## src/rtl/key_event_fsm.sv

```systemverilog
// ============================================================================
// Module      : key_event_fsm
// Description : Turns the debounced active-low key level into one-cycle
//               short-press, long-press, double-click and auto-repeat pulses.
//               Optional auto-repeat enabled by defining KEY_AUTO_REPEAT_EN.
// Revision    : 1.0  initial release
// ============================================================================
`default_nettype none

module key_event_fsm #(
    parameter int unsigned CNT_W    = 32,
    parameter int unsigned LONG_CNT = 125_000_000,
    parameter int unsigned DBL_CNT  = 31_250_000,
    parameter int unsigned REPT_CNT = 12_500_000
) (
    input  logic clk,
    input  logic rst,
    input  logic i_kin,
    output logic o_short_press,
    output logic o_long_press,
    output logic o_dbl_click,
    output logic o_key_rpt,
    output logic o_pressed
);

    typedef enum logic [2:0] {
        S_ARM    = 3'd0,
        S_IDLE   = 3'd1,
        S_PRESS1 = 3'd2,
        S_LONG   = 3'd3,
        S_WAIT2  = 3'd4,
        S_PRESS2 = 3'd5
    } state_t;

`ifdef KEY_AUTO_REPEAT_EN
    localparam logic c_REPT_EN = 1'b1;
`else
    localparam logic c_REPT_EN = 1'b0;
`endif

    localparam logic [CNT_W-1:0] c_LONG_LAST = CNT_W'(LONG_CNT - 1);
    localparam logic [CNT_W-1:0] c_DBL_LAST  = CNT_W'(DBL_CNT - 1);
    localparam logic [CNT_W-1:0] c_REPT_LAST = CNT_W'(REPT_CNT - 1);

    state_t           r_state;
    state_t           w_state_nxt;
    logic [CNT_W-1:0] r_cnt;
    logic [CNT_W-1:0] w_cnt_nxt;
    logic             r_short;
    logic             r_long;
    logic             r_dbl;
    logic             r_rpt;
    logic             r_pressed;
    logic             w_short_nxt;
    logic             w_long_nxt;
    logic             w_dbl_nxt;
    logic             w_rpt_nxt;

    always_ff @(posedge clk or posedge rst) begin
        if (rst) begin
            r_state   <= S_ARM;
            r_cnt     <= '0;
            r_short   <= 1'b0;
            r_long    <= 1'b0;
            r_dbl     <= 1'b0;
            r_rpt     <= 1'b0;
            r_pressed <= 1'b0;
        end else begin
            r_state   <= w_state_nxt;
            r_cnt     <= w_cnt_nxt;
            r_short   <= w_short_nxt;
            r_long    <= w_long_nxt;
            r_dbl     <= w_dbl_nxt;
            r_rpt     <= w_rpt_nxt;
            r_pressed <= ~i_kin && (r_state != S_ARM);
        end
    end

    // Each transition clears the counter; states that do not time hold it,
    // so the counter can never run past its terminal value and wrap.
    always_comb begin
        w_state_nxt = r_state;
        w_cnt_nxt   = r_cnt;
        w_short_nxt = 1'b0;
        w_long_nxt  = 1'b0;
        w_dbl_nxt   = 1'b0;
        w_rpt_nxt   = 1'b0;
        case (r_state)
            S_ARM: begin
                if (i_kin) begin
                    w_state_nxt = S_IDLE;
                    w_cnt_nxt   = '0;
                end
            end
            S_IDLE: begin
                if (!i_kin) begin
                    w_state_nxt = S_PRESS1;
                    w_cnt_nxt   = '0;
                end
            end
            S_PRESS1: begin
                // Release takes priority over reaching the long-press threshold.
                if (i_kin) begin
                    w_state_nxt = S_WAIT2;
                    w_cnt_nxt   = '0;
                end else if (r_cnt == c_LONG_LAST) begin
                    w_state_nxt = S_LONG;
                    w_cnt_nxt   = '0;
                    w_long_nxt  = 1'b1;
                end else begin
                    w_cnt_nxt   = r_cnt + 1'b1;
                end
            end
            S_LONG: begin
                if (i_kin) begin
                    w_state_nxt = S_IDLE;
                    w_cnt_nxt   = '0;
                end else if (c_REPT_EN) begin
                    if (r_cnt == c_REPT_LAST) begin
                        w_cnt_nxt = '0;
                        w_rpt_nxt = 1'b1;
                    end else begin
                        w_cnt_nxt = r_cnt + 1'b1;
                    end
                end
            end
            S_WAIT2: begin
                // A second press on the timeout cycle still counts as a double click.
                if (!i_kin) begin
                    w_state_nxt = S_PRESS2;
                    w_cnt_nxt   = '0;
                    w_dbl_nxt   = 1'b1;
                end else if (r_cnt == c_DBL_LAST) begin
                    w_state_nxt = S_IDLE;
                    w_cnt_nxt   = '0;
                    w_short_nxt = 1'b1;
                end else begin
                    w_cnt_nxt   = r_cnt + 1'b1;
                end
            end
            S_PRESS2: begin
                if (i_kin) begin
                    w_state_nxt = S_IDLE;
                    w_cnt_nxt   = '0;
                end
            end
            default: begin
                w_state_nxt = S_ARM;
                w_cnt_nxt   = '0;
            end
        endcase
    end

    assign o_short_press = r_short;
    assign o_long_press  = r_long;
    assign o_dbl_click   = r_dbl;
    assign o_key_rpt     = r_rpt;
    assign o_pressed     = r_pressed;

endmodule

`default_nettype wire

```

## config.mk

```make
export PLATFORM = sky130hd
export DESIGN_NAME = key_event_fsm
export DESIGN_NICKNAME = d
export VERILOG_FILES = /design/src/rtl/key_event_fsm.sv
export SDC_FILE = /design/constraint.sdc
export NUM_CORES = 1
export LEC_CHECK = 0
export BUFFER_PORTS_ARGS = -buffer_cell sky130_fd_sc_hd__buf_4
export CAP_MARGIN = 20
export CORE_ASPECT_RATIO = 0.5
export CORE_UTILIZATION = 55
export DETAILED_ROUTE_END_ITERATION = 12
export PLACE_DENSITY = 0.8
export SLEW_MARGIN = 20
export SYNTH_ARGS = -nofsm -noshare
export SYNTH_HDL_FRONTEND = slang
export SYNTH_SLANG_ARGS = --single-unit
```

## constraint.sdc

```tcl
create_clock -name clk -period 4.3 [get_ports clk]
set_input_delay 0.645 -clock clk [delete_from_list [all_inputs] [get_ports clk]]
set_output_delay 0.645 -clock clk [all_outputs]
set_load 0.02 [all_outputs]
```

==> results of run 1 <==
## cells in the mapped netlist (3+ instances only)
| master | number | area share, % |
|---|---|---|
| a21oi_1 | 6 | 1.4 |
| a22o_1 | 6 | 2.4 |
| a31oi_1 | 15 | 4.3 |
| and3_1 | 8 | 2.3 |
| buf_6 | 3 | 1.5 |
| clkbuf_1 | 8 | 1.4 |
| dfrtp_1 | 39 | 44 |
| inv_1 | 5 | 0.85 |
| nand2_1 | 20 | 3.4 |
| nand3_1 | 14 | 3.2 |
| nand4_1 | 10 | 2.8 |
| nor2_1 | 26 | 4.4 |
| nor2b_1 | 6 | 1.7 |
| nor3_1 | 8 | 1.8 |
| nor4_1 | 3 | 0.85 |
| nor4b_1 | 4 | 1.6 |
| o21ai_0 | 12 | 2.7 |
| o21ai_1 | 4 | 0.91 |
| xnor2_1 | 5 | 2.0 |
| xor2_1 | 9 | 3.6 |
## layer usage
layer / track usage, % / vias up / routed length (µm)
li1: - / 885 / -
met1: 35.5 / 901 / 2350
met3: 6.93 / 4 / 458
met5: 0 / - / 0
met2: 38.2 / 89 / 2120
met4: 6.67 / 0 / 32
## per-stage QoR
| stage | instances | hold WS [ns] | area, µm² |
|---|---|---|---|
| 2_1_floorplan | 242 | 0.474 | 2200 |
| 3_3_place_gp | 286 | 0.492 | 2230 |
| 3_5_place_dp | 286 | 0.511 | 2230 |
| 4_1_cts | 294 | 0.494 | 2330 |
| 5_1_grt | 294 | 0.515 | 2330 |
| 6_report | 294 | 0.473 | 2330 |
## state kept, by name (all words and copies together), names as in the netlist
signal,cells
r_cnt,32
o_long_press,1
o_pressed,1
o_short_press,1
o_dbl_click,1
r_state,3
## power by group through the flow
stage	Clock (mW)	Sequential, mW	Combinational (mW)
after CTS	0.272	0.432	0.241
after global routing	0.292	0.437	0.268
final	0.269	0.433	0.244
after detailed placement	0	0.439	0.239
after global placement	0	0.438	0.234
after floorplan	0	0.414	0.230
## logic make-up after synthesis
kind of cell             after synthesis  synth area share [%]
adder cells (fa/ha/maj)                1                 0.569
multiplexers                           1                 0.455
AND/OR/NAND/NOR                      112                  27.7
XOR/XNOR                              14                  5.57
buffers and inverters                 20                  4.89
AO/OA/AOI/OAI                         54                  16.3
other                                  1                 0.170
flip-flops                            39                  44.4
## final cells by class
| class | instances | area, µm² | share of cell area [%] |
|---|---|---|---|
| well taps | 51 | 63.8 | 2.73 |
| inverters | 5 | 18.8 | 0.804 |
| multi-input cells | 183 | 1120 | 47.8 |
| repair buffers | 8 | 60.1 | 2.57 |
| clock buffers | 8 | 100 | 4.29 |
| flip-flops and latches | 39 | 976 | 41.8 |
## worst min path at each step
stage,from,end,slack (ns),cells after the start
2_1_floorplan,r_cnt[30],r_cnt[30],0.47,1
3_3_place_gp,r_cnt[30],r_cnt[30],0.49,1
3_5_place_dp,r_cnt[30],r_cnt[30],0.51,1
4_1_cts,rst,r_cnt[22],0.49,3
5_1_grt,rst,r_cnt[18],0.51,3
6_report,rst,r_cnt[27],0.47,3
## worst reg2reg max path: stages, from the launching register on
cell     delay [ns]
dfrtp_1        0.41
ha_1           0.22
nand3_1        0.17
or3_1          0.44
nor4_2         0.44
o22ai_2        0.41
a21bo_1        0.30
a22o_1         0.18
==> results.txt, run 1 <==
htree depth = 2
Worst Path Max Fanout = 27
CP max-delay cell = or3_1
worst-skew pair later-pin latency = 0.29 ns
drt pass-1 iters = 5
# rows = 15
Worst EP arrival = 2.84 ns
Placement Setup Slack = 1.67 ns
grt ovf = 0
commonest cells after routing, fill and taps aside = 39 x dfrtp_1, 26 x nor2_1, 20 x nand2_1
fin worst setup slack = 1.63 ns
Critical R2R Launch = r_cnt[0]
Syn Inst Count = 242
clk_skew = 0.00655 ns
cts bufs inserted = 5
Synthesis Warnings = 0
Final GP Congestion = 0.958
ant diodes = 0
Post-Syn Area = 2200 µm²
Net Sw Frac = 34.3%
WL/cell = 16.9 µm
Reg2Reg Depth = 7
IO Port Bufs = 6
Clock Tree Buf Depth = 2
CTS Hold Bufs = 0
drt total wl = 4960 µm
FF-to-FF setup slack = 1.63 ns
Core ar. = 3620 µm²
CP startpoint kind = flop
clk root buf = clkbuf_8
Max rail drop VDD = 261 µV
Max Slew Vio Count = 0
nets@finish = 246
chip width = 91.4 µm
vias = 1879
initial drt markers = 229
Final HPWL DP = 3420 µm
CP Class = flop to flop
Hold Violations, Final = 0
min Tclk post-route = 2.67 ns
combinational power share = 25.8%
antenna violations before repair = 0
Leak Pwr = 0.958 nW
worst path bufs/invs = 0
first-pass GRT wire length = 7970 µm
vias per cell = 6.39
layout cell share with drive strength beyond 1 = 9.88%
num ports = 8
Detail Route Antenna Nets = 0
Tightest Hold Check Type = input port to asynchronous set/reset pin
Initial Utilization = 60.7%
CP endpoint kind = flop
RSZ-0062 raised after global routing = false
Crit path depth = 7
Critical Path, Cell by Cell = ha_1, nand3_1, or3_1, nor4_2, o22ai_2, a21bo_1, a22o_1
DRC Markers = 0
family with the most delay on the worst path = simple AND/OR/NAND/NOR gates
largest net degree at the start of global routing = 40
worst rel slew slack = 31.9%
Internal = 621 µW
ys async rst share = 100%
period utilization = 62.1%
vias in the first global route = 1669
post-synth cell types = 46
endpoints failing setup = 0
Clock Sinks = 39
GRT Overall Usage = 25.0%
Power, Total = 945 µW
Sw Pwr = 324 µW
sequential power share = 45.8%
max capacitance violation total = 0
crit path to = r_cnt[10]
commonest non-fill, non-tap cell in the layout = dfrtp_1
Area Growth Syn to Fin = 6.14%
outcome = finished clean
CTS resizes = 0
Reg clk slew, reported paths = 0.08 ns
sequential-to-total area share from yosys stat = 44.4%
number of synthesized flops with an enable pin = 0
synthesized flop and latch total = 39
die area = 4270 µm²
Filler cells = 300
Clk network pwr share = 28.4%
fin util = 64.5%
Mean Syn Cell Area = 9.09 µm²
fmax = 374 MHz
WP data required = 4.47 ns
Worst Tran Pin Value = 1.02 ns
r2r endpoint = r_cnt[10]
Post-Route Setup TNS = 0 ns
ys flop type = dfrtp_1
CTS tree = yes
Die Ht = 46.7 µm
post-CTS setup buffers = 0
Syn Nets = 246
worst stage delay on the critical path = 0.44 ns
power density cells = 405 nW/µm²
Critical Path Start = r_cnt[0]
Power figures use the tool's default switching activity.
==> inputs of run 2 (changes only) <==
==> constraint.sdc (replaced) <==
create_clock -name clk -period 2.49 [get_ports clk]
set_input_delay 0.3735 -clock clk [delete_from_list [all_inputs] [get_ports clk]]
set_output_delay 0.3735 -clock clk [all_outputs]
set_load 0.02 [all_outputs]
==> results.txt, run 2 (synthesis results as in run 1) <==
clk root buf = clkbuf_8
# rows = 15
num ports = 8
clk_skew = 0.00818 ns
CTS Hold Bufs = 0
largest net degree at the start of global routing = 40
max reg flops = 32
max capacitance violation total = 0
Power, Total = 1.81 mW
Max rail drop VDD = 297 µV
worst rel slew slack = 64.3%
drt pass-1 iters = 5
crit path to = r_cnt[28]
commonest non-fill, non-tap cell in the layout = dfrtp_1
min Tclk post-route = 2.38 ns
Tightest Hold Check Type = input port to asynchronous set/reset pin
Hold Violations, Final = 0
Area Growth Syn to Fin = 12.5%
fmax = 421 MHz
Clock Sinks = 39
Final GP Congestion = 0.900
biggest regs = r_cnt x32, r_state x3
chip width = 91.4 µm
Most flops, register = r_cnt
Max Slew Vio Count = 0
CP startpoint kind = flop
Filler cells = 287
power density cells = 731 nW/µm²
Post-Route Setup TNS = 0 ns
fin worst setup slack = 0.114 ns
htree depth = 2
outcome = finished clean
FF-to-FF setup slack = 0.11 ns
nets@finish = 260
Clock Tree Buf Depth = 2
drt total wl = 5220 µm
endpoints failing setup = 0
die area = 4270 µm²
GRT Overall Usage = 26.6%
period utilization = 95.4%
Reg clk slew, reported paths = 0.08 ns
grt ovf = 0
Reg2Reg Depth = 8
WP data required = 2.67 ns
Detail Route Antenna Nets = 0
initial drt markers = 300
Die Ht = 46.7 µm
worst-skew pair later-pin latency = 0.30 ns
WL/cell = 17.0 µm
vias = 1982
antenna violations before repair = 0
CP endpoint kind = flop
Worst Path Max Fanout = 5
ant diodes = 0
multi-input combinational cell area = 1140 µm²
Placement Setup Slack = 0.0966 ns
DRC Markers = 0
Initial Utilization = 60.7%
first-pass GRT wire length = 8200 µm
WHS = 0.192 ns
CTS tree = yes
RSZ-0062 raised after global routing = false
vias per cell = 6.44
Final HPWL DP = 3530 µm
commonest cells after routing, fill and taps aside = 39 x dfrtp_1, 26 x nor2_1, 21 x buf_4
Worst Tran Pin Value = 0.531 ns
Leak Pwr = 1.05 nW
Sequential Area = 976 µm²
vias in the first global route = 1670
cts bufs inserted = 5
Critical R2R Launch = r_cnt[0]
fin util = 68.3%
layout cell share with drive strength beyond 1 = 15.6%
Critical Path Start = r_cnt[0]
CP Class = flop to flop
r2r endpoint = r_cnt[28]
Core ar. = 3620 µm²
Worst EP arrival = 2.56 ns
IO Port Bufs = 6
==> run 2: changes by cell type in the layout (fill, tap and decap cells not counted), sizes merged <==
| cell | change |
|---|---|
| buf | +13 |
| bufinv | +1 |
| clkbuf | -2 |
| clkinv | +1 |
| o22a | +1 |
==> run 2: layout make-up <==
class                      instances  area share [%]
timing repair buffer              21            6.37
inverter                           5           0.758
clock buffer                       6            3.34
sequential                        39            39.4
tap                               51            2.58
multi-input combinational        184            46.1
clock inverter                     2            1.42
==> run 2: worst min-delay path by stage <==
stage,start,to,depth (start not counted)
5_1_grt,rst,r_cnt[29],3
2_1_floorplan,r_cnt[30],r_cnt[30],1
3_5_place_dp,r_cnt[0],r_cnt[0],1
4_1_cts,rst,r_cnt[15],3
3_3_place_gp,r_cnt[30],r_cnt[30],1
6_report,rst,r_cnt[15],3
==> run 2: metrics by stage <==
stage | instances | cell area, µm²
4_1_cts | 303 | 2420
3_3_place_gp | 295 | 2300
3_5_place_dp | 295 | 2300
5_1_grt | 308 | 2470
2_1_floorplan | 242 | 2200
6_report | 308 | 2470
==> run 2: layer usage <==
metal	up-vias	share of wire (%)	track usage, %
met5	-	0	0
met3	7	9.8	6.60
met4	0	0.82	12.1
met2	107	44	39.5
li1	908	-	-
met1	960	45	37.4
==> run 2: worst max-delay path, cell delays in order (launching register included) <==
cell     delay [ns]
dfrtp_1        0.42
ha_1           0.23
nand3_1        0.12
buf_4          0.17
nor4_2         0.45
and2_2         0.30
nand4_1        0.15
o21ai_0        0.30
a31oi_1        0.12
==> run 2: power breakdown <==
| part | switching [mW] | internal [mW] | total [mW] |
|---|---|---|---|
| clock network | 0.229 | 0.324 | 0.553 |
| logic | 0.303 | 0.206 | 0.509 |
| registers | 0.0761 | 0.671 | 0.747 |
==> run 2: repair_timing <==
item / 4_1_cts / 5_1_grt
gates resized for setup: 0 / 3
setup buffers: 0 / 4
endpoints found under the setup margin: 0 / 16
==> inputs of run 3 (changes only) <==
--- a/config.mk
+++ b/config.mk
@@ -5,6 +5,7 @@
 export SDC_FILE = /design/constraint.sdc
 export NUM_CORES = 1
 export LEC_CHECK = 0
+export ABC_AREA = 1
 export BUFFER_PORTS_ARGS = -buffer_cell sky130_fd_sc_hd__buf_4
 export CAP_MARGIN = 20
 export CORE_ASPECT_RATIO = 0.5
==> results.txt, run 3 <==
Worst Path Max Fanout = 37
Mean Syn Cell Area = 6.06 µm²
post-synth top area cell = dfrtp_1
WP data required = 2.67 ns
worst-skew pair later-pin latency = 0.29 ns
Filler cells = 507
post-CTS setup buffers = 0
Area contributors post-synth = dfrtp_1 33%, nand2_1 21%, nor2_1 12%, nand3_1 8.3%, inv_1 7.4%
max capacitance violation total = 0
ys async rst share = 100%
top-count cell post-synth = nand2_1
Core ar. = 5090 µm²
family with the most delay on the worst path = simple AND/OR/NAND/NOR gates
Syn Inst Count = 495
Worst EP arrival = 2.05 ns
GRT Overall Usage = 28.7%
CTS resizes = 0
die area = 5770 µm²
vias per cell = 5.36
ys flop type = dfrtp_1
Post-Syn Area = 3000 µm²
clk_skew = 0.00627 ns
layout cell share with drive strength beyond 1 = 6.63%
cell area after layout = 3190 µm²
multi-input combinational cell area = 1700 µm²
Die Ht = 54.2 µm
Initial Utilization = 58.9%
# rows = 18
WHS = 0.200 ns
RSZ-0062 raised after global routing = false
Area Growth Syn to Fin = 6.30%
drt pass-1 iters = 5
fin util = 62.6%
vias = 3043
initial drt markers = 326
biggest regs = r_cnt x32, r_state x3
synthesized flop and latch total = 39
commonest non-fill, non-tap cell in the layout = nand2_1
Synth top area share = 32.5%
DP Cell Count = 560
num ports = 8
Commonest cells post-synth = 169 x nand2_1, 92 x nor2_1, 59 x inv_1, 50 x nand3_1, 39 x dfrtp_1
fin cells = 568
CP endpoint kind = flop
Clock Tree Buf Depth = 2
chip width = 106 µm
Most flops, register = r_cnt
outcome = finished clean
nets@finish = 501
period utilization = 75.3%
Synthesis Warnings = 0
CTS Hold Bufs = 0
Max rail drop VDD = 662 µV
commonest cells after routing, fill and taps aside = 169 x nand2_1, 92 x nor2_1, 59 x inv_1
DRC Markers = 0
ant diodes = 0
Reg clk slew, reported paths = 0.08 ns
CTS tree = yes
cts bufs inserted = 5
Critical Path, Cell by Cell = inv_1, o21ai_0, nand2_1, nand3_1, nand2_4, inv_1, nand2_1, nand3_1
Hold Violations, Final = 0
post-synth cell types = 31
htree depth = 2
Tightest Hold Check Type = input port to asynchronous set/reset pin
Detail Route Antenna Nets = 0
IO Port Bufs = 6
WL/cell = 13.4 µm
Clock Sinks = 39
grt ovf = 0
vias in the first global route = 2571
CP max-delay cell = dfrtp_1
Sequential Area = 976 µm²
Syn Nets = 499
number of synthesized flops with an enable pin = 0
Leak Pwr = 1.50 nW
worst stage delay on the critical path = 0.44 ns
antenna violations before repair = 0
drt total wl = 7600 µm
DP Area = 3070 µm²
Final GP Congestion = 0.951
CP Class = flop to flop
first-pass GRT wire length = 12500 µm
Final HPWL DP = 5790 µm
endpoints failing setup = 0
sequential-to-total area share from yosys stat = 32.5%
min Tclk post-route = 1.87 ns
fmax = 533 MHz
Post-Route Setup TNS = 0 ns
CP startpoint kind = flop
power density cells = 583 nW/µm²
worst path bufs/invs = 2
largest net degree at the start of global routing = 40
Max Slew Vio Count = 0
max reg flops = 32
clk root buf = clkbuf_8
run 3: changes by cell type after synthesis, moves of 8 or more:
cell     before  now
nand2_1      20  169
and3_1        8    0
o21ai_0      12    4
nand4_1      10   26
nand3_1      14   50
inv_1         5   59
nor2_1       26   92
a31oi_1      15    0
run 3: per-stage QoR:
| stage | total power [mW] | setup slack (ns) |
|---|---|---|
| 5_1_grt | 1.97 | 0.417 |
| 6_report | 1.86 | 0.615 |
| 3_3_place_gp | 1.28 | 0.533 |
| 4_1_cts | 1.86 | 0.661 |
| 3_5_place_dp | 1.29 | 0.448 |
| 2_1_floorplan | 1.21 | 0.930 |
run 3: area by class of cell:
class                   count  share of cell area, %
clock buffers               6                   2.59
clock inverters             2                   1.22
inverters                  64                   7.61
multi-input cells         379                   53.3
flip-flops and latches     39                   30.6
well taps                  70                   2.75
repair buffers              8                   1.88
run 3: final timing paths:
path                              end  cells past startpoint       start  slack [ns]
max                          r_cnt[9]                      8  r_state[2]        0.62
max reg2reg                  r_cnt[9]                      8  r_state[2]        0.62
min in group clk            o_pressed                      2       i_kin        0.36
min                        r_state[0]                      3         rst        0.20
max in group asynchronous    r_cnt[5]                      3         rst        1.95
min reg2reg                  r_cnt[1]                      2    r_cnt[1]        0.53
run 3: routing by layer:
metal | GRT usage (%) | share of wire, % | routed length (µm)
met2 | 43.7 | 41 | 3110
met5 | 0 | 0 | 0
met1 | 43.7 | 52 | 3940
met3 | 5.00 | 6.8 | 520
met4 | 3.65 | 0.36 | 27
run 3: kinds of logic (layout without fill, tap and decap cells):
family | count (synthesis) | in the layout | synth area share [%]
other cells | 1 | 1 | 0.125
simple gates | 362 | 362 | 52.5
compound gates | 7 | 7 | 1.34
xor+xnor | 8 | 8 | 2.34
buf+inv | 77 | 80 | 10.8
fa+ha+maj | 1 | 1 | 0.417
flops | 39 | 39 | 32.5
run 3: tightest hold or removal path, stage by stage:
cell and delay (ns):
buf_4 0.10, inv_1 0.04, buf_4 0.41
run 3: power breakdown:
part	internal [mW]	switching, mW
Sequential	0.677	0.0518
Combinational	0.131	0.426
Clock	0.330	0.241
